### src/rtl/noc_pkg.sv
// Shared NoC types for the VC input buffer: flit layout, label encoding, VC sizing.
// Ordering checker in noc_vc_input_buffer is enabled by defining NOC_VC_BUF_CHECK_EN.
package noc_pkg;

  localparam int unsigned VC_NUM      = 4;
  // Keep vc_id at least one bit wide so a single-VC build still has a field.
  localparam int unsigned VC_SIZE     = ($clog2(VC_NUM) > 1) ? $clog2(VC_NUM) : 1;
  localparam int unsigned FLIT_DATA_W = 16;

  typedef enum logic [1:0] {
    FLIT_HEAD     = 2'd0,
    FLIT_BODY     = 2'd1,
    FLIT_TAIL     = 2'd2,
    FLIT_HEADTAIL = 2'd3
  } flit_label_t;

  typedef struct packed {
    flit_label_t              label;
    logic [VC_SIZE-1:0]       vc_id;
    logic [FLIT_DATA_W-1:0]   data;
  } flit_t;

  typedef enum logic {
    VC_IDLE = 1'b0,
    VC_PKT  = 1'b1
  } vc_state_t;

endpackage

### src/rtl/noc_vc_input_buffer_if.sv
// Write/read/credit bundle between the upstream link, the switch allocator and the VC input buffer.
interface noc_vc_input_buffer_if #(
  parameter int unsigned VC_NUM = noc_pkg::VC_NUM
) ();
  import noc_pkg::*;

  logic                 in_valid;
  flit_t                in_flit;
  logic                 rd_en;
  logic [VC_SIZE-1:0]   rd_vc;
  flit_t                rd_flit;
  logic [VC_NUM-1:0]    vc_nonempty;
  logic [VC_NUM-1:0]    vc_pkt_active;
  logic                 credit_valid;
  logic [VC_SIZE-1:0]   credit_vc;
  logic                 overflow;
  logic                 proto_err;

  modport master (
    output in_valid, in_flit, rd_en, rd_vc,
    input  rd_flit, vc_nonempty, vc_pkt_active, credit_valid, credit_vc, overflow, proto_err
  );

  modport slave (
    input  in_valid, in_flit, rd_en, rd_vc,
    output rd_flit, vc_nonempty, vc_pkt_active, credit_valid, credit_vc, overflow, proto_err
  );

endinterface

### src/rtl/noc_fifo.sv
// Single circular flit FIFO with combinational head peek; a push into a full FIFO is
// accepted only when the same cycle also pops.
module noc_fifo import noc_pkg::*; #(
  parameter int unsigned DEPTH = 4
) (
  input  logic  clk,
  input  logic  rst_n,
  input  logic  push,
  input  logic  pop,
  input  flit_t wdata,
  output flit_t rdata,
  output logic  full,
  output logic  empty
);

  localparam int unsigned PTR_W = ($clog2(DEPTH) > 1) ? $clog2(DEPTH) : 1;
  localparam int unsigned CNT_W = $clog2(DEPTH + 1);

  typedef logic [PTR_W-1:0] ptr_t;

  flit_t             mem [DEPTH];
  ptr_t              wr_ptr;
  ptr_t              rd_ptr;
  logic [CNT_W-1:0]  count;
  logic              do_push;
  logic              do_pop;

  function automatic ptr_t next_ptr(input ptr_t p);
    return (p == ptr_t'(DEPTH - 1)) ? '0 : p + 1'b1;
  endfunction

  assign full    = (count == CNT_W'(DEPTH));
  assign empty   = (count == '0);
  assign do_pop  = pop && !empty;
  assign do_push = push && (!full || do_pop);
  assign rdata   = empty ? '0 : mem[rd_ptr];

  always_ff @(posedge clk or negedge rst_n) begin
    if (!rst_n) begin
      wr_ptr <= '0;
      rd_ptr <= '0;
      count  <= '0;
    end else begin
      if (do_push) wr_ptr <= next_ptr(wr_ptr);
      if (do_pop)  rd_ptr <= next_ptr(rd_ptr);
      case ({do_push, do_pop})
        2'b10:   count <= count + 1'b1;
        2'b01:   count <= count - 1'b1;
        default: count <= count;
      endcase
    end
  end

  // Storage is deliberately left out of reset; empty masks stale contents.
  always_ff @(posedge clk) begin
    if (do_push) mem[wr_ptr] <= wdata;
  end

endmodule

### src/rtl/noc_vc_input_buffer.sv
// Per-VC input buffer: VC_NUM FIFOs, packet-framing FSM per VC, credit return, sticky errors.
// Define NOC_VC_BUF_CHECK_EN to build the flit-ordering checker driving proto_err.
module noc_vc_input_buffer #(
  parameter int unsigned VC_NUM = noc_pkg::VC_NUM,
  parameter int unsigned DEPTH  = 4
) (
  input  logic                  clk,
  input  logic                  rst_n,
  noc_vc_input_buffer_if.slave  bus
);
  import noc_pkg::*;

  logic [VC_NUM-1:0]  hit;
  logic [VC_NUM-1:0]  push;
  logic [VC_NUM-1:0]  pop;
  logic [VC_NUM-1:0]  full;
  logic [VC_NUM-1:0]  empty;
  flit_t              rdata [VC_NUM];
  flit_label_t        label;
  logic               credit_valid;
  logic [VC_SIZE-1:0] credit_vc;
  logic               overflow;

  assign label = bus.in_flit.label;

`ifdef NOC_VC_BUF_CHECK_EN
  logic [VC_NUM-1:0]  order_err;
  logic               proto_err;
`endif

  for (genvar g = 0; g < VC_NUM; g++) begin : g_vc
    vc_state_t state;

    assign hit[g]  = bus.in_valid && (bus.in_flit.vc_id == VC_SIZE'(g));
    assign pop[g]  = bus.rd_en && (bus.rd_vc == VC_SIZE'(g)) && !empty[g];
    assign push[g] = hit[g] && (!full[g] || pop[g]);

    noc_fifo #(.DEPTH(DEPTH)) u_fifo (
      .clk   (clk),
      .rst_n (rst_n),
      .push  (push[g]),
      .pop   (pop[g]),
      .wdata (bus.in_flit),
      .rdata (rdata[g]),
      .full  (full[g]),
      .empty (empty[g])
    );

    always_ff @(posedge clk or negedge rst_n) begin
      if (!rst_n) begin
        state <= VC_IDLE;
      end else if (push[g]) begin
`ifdef NOC_VC_BUF_CHECK_EN
        // Resynchronise on errors: the label alone says whether a packet is now open.
        state <= (label == FLIT_HEAD || label == FLIT_BODY) ? VC_PKT : VC_IDLE;
`else
        case (label)
          FLIT_HEAD: state <= VC_PKT;
          FLIT_TAIL: state <= VC_IDLE;
          default:   state <= state;
        endcase
`endif
      end
    end

`ifdef NOC_VC_BUF_CHECK_EN
    assign order_err[g] = push[g] && ((state == VC_IDLE)
                          ? (label == FLIT_BODY || label == FLIT_TAIL)
                          : (label == FLIT_HEAD || label == FLIT_HEADTAIL));
`endif

    assign bus.vc_nonempty[g]   = !empty[g];
    assign bus.vc_pkt_active[g] = (state == VC_PKT);
  end

  always_comb begin
    bus.rd_flit = '0;
    for (int unsigned i = 0; i < VC_NUM; i++) begin
      if (bus.rd_vc == VC_SIZE'(i)) bus.rd_flit = rdata[i];
    end
  end

  // Any valid flit not pushed anywhere was dropped: full VC or out-of-range vc_id.
  always_ff @(posedge clk or negedge rst_n) begin
    if (!rst_n) begin
      credit_valid <= 1'b0;
      credit_vc    <= '0;
      overflow     <= 1'b0;
    end else begin
      credit_valid <= |pop;
      if (|pop) credit_vc <= bus.rd_vc;
      if (bus.in_valid && !(|push)) overflow <= 1'b1;
    end
  end

`ifdef NOC_VC_BUF_CHECK_EN
  always_ff @(posedge clk or negedge rst_n) begin
    if (!rst_n) proto_err <= 1'b0;
    else if (|order_err) proto_err <= 1'b1;
  end
  assign bus.proto_err = proto_err;
`else
  assign bus.proto_err = 1'b0;
`endif

  assign bus.credit_valid = credit_valid;
  assign bus.credit_vc    = credit_vc;
  assign bus.overflow     = overflow;

endmodule

### src/flat_wrapper.sv
// flat-port wrapper written by rule: the top's interface ports become plain ports
module noc_vc_input_buffer_flat import noc_pkg::*;
#(
  parameter int unsigned VC_NUM = noc_pkg::VC_NUM,
  parameter int unsigned DEPTH  = 4
)
  (clk, rst_n, bus_in_valid, bus_in_flit, bus_rd_en, bus_rd_vc, bus_rd_flit, bus_vc_nonempty, bus_vc_pkt_active, bus_credit_valid, bus_credit_vc, bus_overflow, bus_proto_err);
  noc_vc_input_buffer_if #(.VC_NUM(VC_NUM)) bus_i ();
  input  logic clk;
  input  logic rst_n;
  input wire logic [$bits(bus_i.in_valid)-1:0] bus_in_valid;
  input wire logic [$bits(bus_i.in_flit)-1:0] bus_in_flit;
  input wire logic [$bits(bus_i.rd_en)-1:0] bus_rd_en;
  input wire logic [$bits(bus_i.rd_vc)-1:0] bus_rd_vc;
  output wire logic [$bits(bus_i.rd_flit)-1:0] bus_rd_flit;
  output wire logic [$bits(bus_i.vc_nonempty)-1:0] bus_vc_nonempty;
  output wire logic [$bits(bus_i.vc_pkt_active)-1:0] bus_vc_pkt_active;
  output wire logic [$bits(bus_i.credit_valid)-1:0] bus_credit_valid;
  output wire logic [$bits(bus_i.credit_vc)-1:0] bus_credit_vc;
  output wire logic [$bits(bus_i.overflow)-1:0] bus_overflow;
  output wire logic [$bits(bus_i.proto_err)-1:0] bus_proto_err;
  assign bus_i.in_valid = bus_in_valid;
  assign bus_i.in_flit = bus_in_flit;
  assign bus_i.rd_en = bus_rd_en;
  assign bus_i.rd_vc = bus_rd_vc;
  assign bus_rd_flit = bus_i.rd_flit;
  assign bus_vc_nonempty = bus_i.vc_nonempty;
  assign bus_vc_pkt_active = bus_i.vc_pkt_active;
  assign bus_credit_valid = bus_i.credit_valid;
  assign bus_credit_vc = bus_i.credit_vc;
  assign bus_overflow = bus_i.overflow;
  assign bus_proto_err = bus_i.proto_err;
  noc_vc_input_buffer #(.VC_NUM(VC_NUM), .DEPTH(DEPTH)) u_core (.clk(clk), .rst_n(rst_n), .bus(bus_i));
endmodule
### config.mk
export PLATFORM = sky130hd
export DESIGN_NAME = noc_vc_input_buffer_flat
export DESIGN_NICKNAME = d
export VERILOG_FILES = /design/src/rtl/noc_pkg.sv /design/src/rtl/noc_vc_input_buffer_if.sv /design/src/rtl/noc_fifo.sv /design/src/rtl/noc_vc_input_buffer.sv /design/src/flat_wrapper.sv
export SDC_FILE = /design/constraint.sdc
export NUM_CORES = 1
export LEC_CHECK = 0
export CAP_MARGIN = 25
export CORE_ASPECT_RATIO = 1.2
export CORE_MARGIN = 10
export CORE_UTILIZATION = 50
export CTS_CLUSTER_SIZE = 10
export DETAILED_ROUTE_END_ITERATION = 10
export PLACE_DENSITY_LB_ADDON = 0.08
export RECOVER_POWER = 100
export SKIP_LAST_GASP = 1
export SYNTH_ARGS = -nofsm -noshare
export SYNTH_HDL_FRONTEND = slang
export SYNTH_SLANG_ARGS = --single-unit
### constraint.sdc
create_clock -name clk -period 2.1 [get_ports clk]
set_clock_uncertainty 0.05 [all_clocks]
set_input_delay 0.525 -clock clk [delete_from_list [all_inputs] [get_ports clk]]
set_output_delay 0.525 -clock clk [all_outputs]
set_load 0.02 [all_outputs]
==> impl_results.rst <==
.. list-table::
   :header-rows: 1

   * - Metric
     - Value
   * - Post-route DRC
     - 0
   * - Power Internal
     - 0.0160 W
   * - Compound-gate portion of the synthesized area
     - 3.55%
   * - H-Tree Level Count
     - 2
   * - Die outline width
     - 174 um
   * - Number of buffers added by the clock tree synthesis step
     - 41
   * - Nature of the critical path startpoint
     - flop
   * - NetSw
     - 0.00653 W
   * - Wire length of the first global-routing pass
     - 51.2 mm
   * - Critical path arrival
     - 2.38 ns
   * - Layout cells sized above 1
     - 34.9%
   * - Main combinational cell family by area after synthesis
     - multiplexers
   * - EDFF count, synth
     - 320
   * - Syn Nets
     - 746
   * - Category of the worst setup path capture point
     - output port
   * - FF-to-FF Start
     - u_core.g_vc[0].u_fifo.count[1]
   * - Highest ir drop seen on vdd
     - 0.000680 V
   * - Multiplexer share of the synthesized area
     - 14.4%
   * - Core ar.
     - 28000 um^2
   * - Avg WL per Cell
     - 26.2 um
   * - Fraction of the mapped netlist area in simple logic gates
     - 2.68%
   * - Number of placed cells counting well taps
     - 1208
   * - Leading cell types in the layout, fill and taps excluded
     - 320 x sky130_fd_sc_hd__edfxtp_1, 80 x sky130_fd_sc_hd__mux4_2, 69 x sky130_fd_sc_hd__buf_4
   * - Clock transition at path regs
     - 0.06 ns
   * - Most common cell after layout, fill and taps aside
     - sky130_fd_sc_hd__edfxtp_1
   * - Max Buffers Root-to-Sink
     - 3
   * - Number of global-route vias before repair
     - 8140
   * - Count of filler cells inserted in the layout
     - 1993
   * - Switching portion of total power
     - 29.0%
   * - Post-Synthesis Mean Instance Area
     - 20.6 um^2
   * - Finished layout cell area
     - 17800 um^2
   * - Worst-case reg-to-reg path depth
     - 11
   * - Post-placement cell area
     - 16600 um^2
   * - Worst Hold Margin
     - 0.209 ns
   * - Relative area change from synthesis to final layout
     - 25.2%
   * - Transition at the pin with the smallest max-transition slack
     - 0.994 ns
   * - Total routing resource utilization after global routing
     - 19.3%
   * - Seq pwr share
     - 39.1%
   * - Failing checks
     - negative setup slack
   * - Residual overflow from global routing
     - 0
   * - Worst slew margin relative to its limit
     - 33.7%
   * - Least setup slack across all paths after layout
     - -0.854 ns
   * - Number of cells produced by synthesis
     - 692
   * - Result of the run
     - finished, violations left
   * - Yosys warns
     - 0
   * - Share of power burned in combinational logic
     - 33.2%
   * - TritonCTS sink count
     - 356
   * - Routed via count
     - 7426
   * - Drt total wl
     - 34.0 mm
   * - Multi-input combinational cell area
     - 3570 um^2
   * - Number of nets in the final layout
     - 949
   * - Fin. max-slew vios
     - 0
   * - Die ar.
     - 35700 um^2
   * - Final cell count without fillers
     - 1297
   * - Detailed-placement wirelength estimate
     - 21.8 mm
   * - Port buffer count
     - 57
   * - Endpoint of the lowest-slack register-to-register path
     - u_core.g_vc[0].u_fifo.count[2]
   * - Count of standard-cell rows
     - 67
   * - Setup repair after global routing missed its margin
     - yes
   * - Post-layout min period
     - 2.95 ns
   * - Power Total
     - 0.0225 W
   * - Critical path launch point
     - u_core.g_vc[1].u_fifo.rd_ptr[0]
   * - Category of the most critical setup path
     - flop to output port
   * - Worst-Skew Late Latency
     - 0.52 ns
   * - Die boundary height
     - 205 um
   * - Max frequency
     - 0.339 GHz
   * - TritonCTS clock tree
     - done
   * - Register-to-register setup slack
     - -0.39 ns
   * - Final hold violations
     - 0
   * - Number of diodes added for antenna fixing
     - 0
   * - Number of register bits inferred by synthesis
     - 356
   * - Part of the total power dissipated in the clock network
     - 27.7%
   * - Placer Congestion
     - 0.825
   * - Residual antenna-violating net count after detailed routing
     - 0
   * - Worst min-delay path category
     - input port to asynchronous set/reset pin
   * - Count of routing violations after the opening detailed-route iteration
     - 564
   * - DRT Pass-1 Iters
     - 5
   * - Leakage
     - 6.23 nW
   * - Number of setup violations in the final report
     - 214
   * - Count of different cell masters after synthesis
     - 52
   * - Predominant post-synthesis flop cell
     - sky130_fd_sc_hd__edfxtp_1
   * - Num ports
     - 59
   * - Post-synthesis async set-or-reset flop share
     - 10.1%
   * - Via-per-instance ratio
     - 5.73
   * - Req. time, crit path
     - 1.52 ns
   * - Area share of xor/xnor cells in the synthesized design
     - 0.737%
   * - Post-synthesis instance area
     - 14300 um^2
   * - Clock Root Buffer
     - sky130_fd_sc_hd__clkbuf_16
   * - Antenna violations before repair
     - 0
   * - # Max-Cap Violations
     - 0
   * - Pwr dens
     - 1260 nW/um^2
   * - Sequential cell area
     - 10500 um^2
   * - Crit-path max FO
     - 5
   * - Pin count of the biggest net entering global routing
     - 37
   * - Initial Utilization
     - 50.9%
   * - Fraction of the mapped netlist area in adder cells
     - 2.67%
   * - Period utilization
     - 141%
   * - Sequential area share after synthesis
     - 73.7%
[cells in the mapped netlist, types with 6 or more instances]
cell	number	area share [%]
sky130_fd_sc_hd__xor2_1	8	0.49
sky130_fd_sc_hd__mux2_1	14	1.1
sky130_fd_sc_hd__mux4_2	78	12
sky130_fd_sc_hd__mux2i_1	6	0.42
sky130_fd_sc_hd__a32o_1	18	1.3
sky130_fd_sc_hd__nor2_1	15	0.39
sky130_fd_sc_hd__buf_2	7	0.25
sky130_fd_sc_hd__dfrtp_1	36	6.3
sky130_fd_sc_hd__a221o_1	18	1.3
sky130_fd_sc_hd__edfxtp_1	320	67
sky130_fd_sc_hd__inv_1	34	0.89
sky130_fd_sc_hd__buf_4	6	0.32
sky130_fd_sc_hd__ha_1	24	2.1
sky130_fd_sc_hd__and2_1	14	0.61
sky130_fd_sc_hd__nand3_1	6	0.21
sky130_fd_sc_hd__clkbuf_1	19	0.50
[cell type report]
cell class | instances | area share (%)
Clock buffer | 65 | 6.43
Clock inverter | 1 | 0.0911
Inverter | 36 | 0.778
Multi-Input combinational cell | 264 | 20.0
Sequential cell | 356 | 58.9
Tap cell | 379 | 2.66
Timing Repair Buffer | 196 | 11.2
[registers in the layout, summed over array words and instances, names as in the netlist]
name	flops
u_core.bus.credit_valid	1
u_core.bus.credit_vc	2
u_core.bus.overflow	1
u_core.g_vc.state	4
u_core.g_vc.u_fifo.count	12
u_core.g_vc.u_fifo.mem	320
u_core.g_vc.u_fifo.rd_ptr	8
u_core.g_vc.u_fifo.wr_ptr	8
[per-stage QoR]
step / TNS (ns) / setup WS (ns) / utilization (%)
after floorplan: -2.43 / -0.165 / -
after global placement: -221.55 / -1.08 / 59.2
after detailed placement: -225.39 / -1.11 / 59.2
after CTS: -17.16 / -0.862 / 64.2
after global routing: -42.28 / -0.911 / 63.8
final: -24.81 / -0.854 / 63.8
[power by group through the flow]
stage | Combinational, W | Sequential [W] | Clock (W)
finish | 0.00748 | 0.00881 | 0.00625
global route | 0.00805 | 0.00887 | 0.00671
CTS | 0.00765 | 0.00882 | 0.00638
detailed placement | 0.00711 | 0.00895 | 0
global placement | 0.00695 | 0.00891 | 0
floorplan | 0.00403 | 0.00894 | 0
[what timing repair did]
action / 4_1_cts / 5_1_grt
pin swaps: 11 / 16
endpoints found under the setup margin: 273 / 36
cloned: 2 / 0
setup buffers: 18 / 13
hold buffers: 0 / 0
gates resized for setup: 156 / 31
[worst max-delay path by stage]
stage	endpoint	slack, ns	cells past startpoint
global placement	bus_rd_flit[5]	-1.08	6
finish	bus_rd_flit[16]	-0.85	6
floorplan	u_core.g_vc[0].u_fifo.count[2]	-0.16	10
CTS	bus_rd_flit[18]	-0.86	6
detailed placement	bus_rd_flit[5]	-1.11	6
global route	bus_rd_flit[0]	-0.91	6
[per-layer routing]
| layer | up-vias | share of wire [%] | track usage (%) | wire length (um) |
|---|---|---|---|---|
| li1 | 3235 | - | - | - |
| met1 | 3901 | 39 | 23.9 | 13300 |
| met2 | 228 | 52 | 33.2 | 17700 |
| met3 | 62 | 5.7 | 3.65 | 1930 |
| met4 | 0 | 3.2 | 7.18 | 1090 |
| met5 | - | 0 | 0 | 0 |
[worst max-delay path, stage by stage, from the launching register on]
cell,delay [ns]
sky130_fd_sc_hd__dfrtp_2,0.40
sky130_fd_sc_hd__buf_12,0.13
sky130_fd_sc_hd__buf_12,0.12
sky130_fd_sc_hd__mux4_2,0.51
sky130_fd_sc_hd__a32o_1,0.24
sky130_fd_sc_hd__a221o_1,0.32
sky130_fd_sc_hd__buf_6,0.15
[cells by family after synthesis]
family / after synthesis
flops: 356
mux: 102
buf+inv: 72
simple gates: 67
compound gates: 54
fa+ha+maj: 28
xor+xnor: 12
other cells: 1
(Power assumes the default switching activity.)
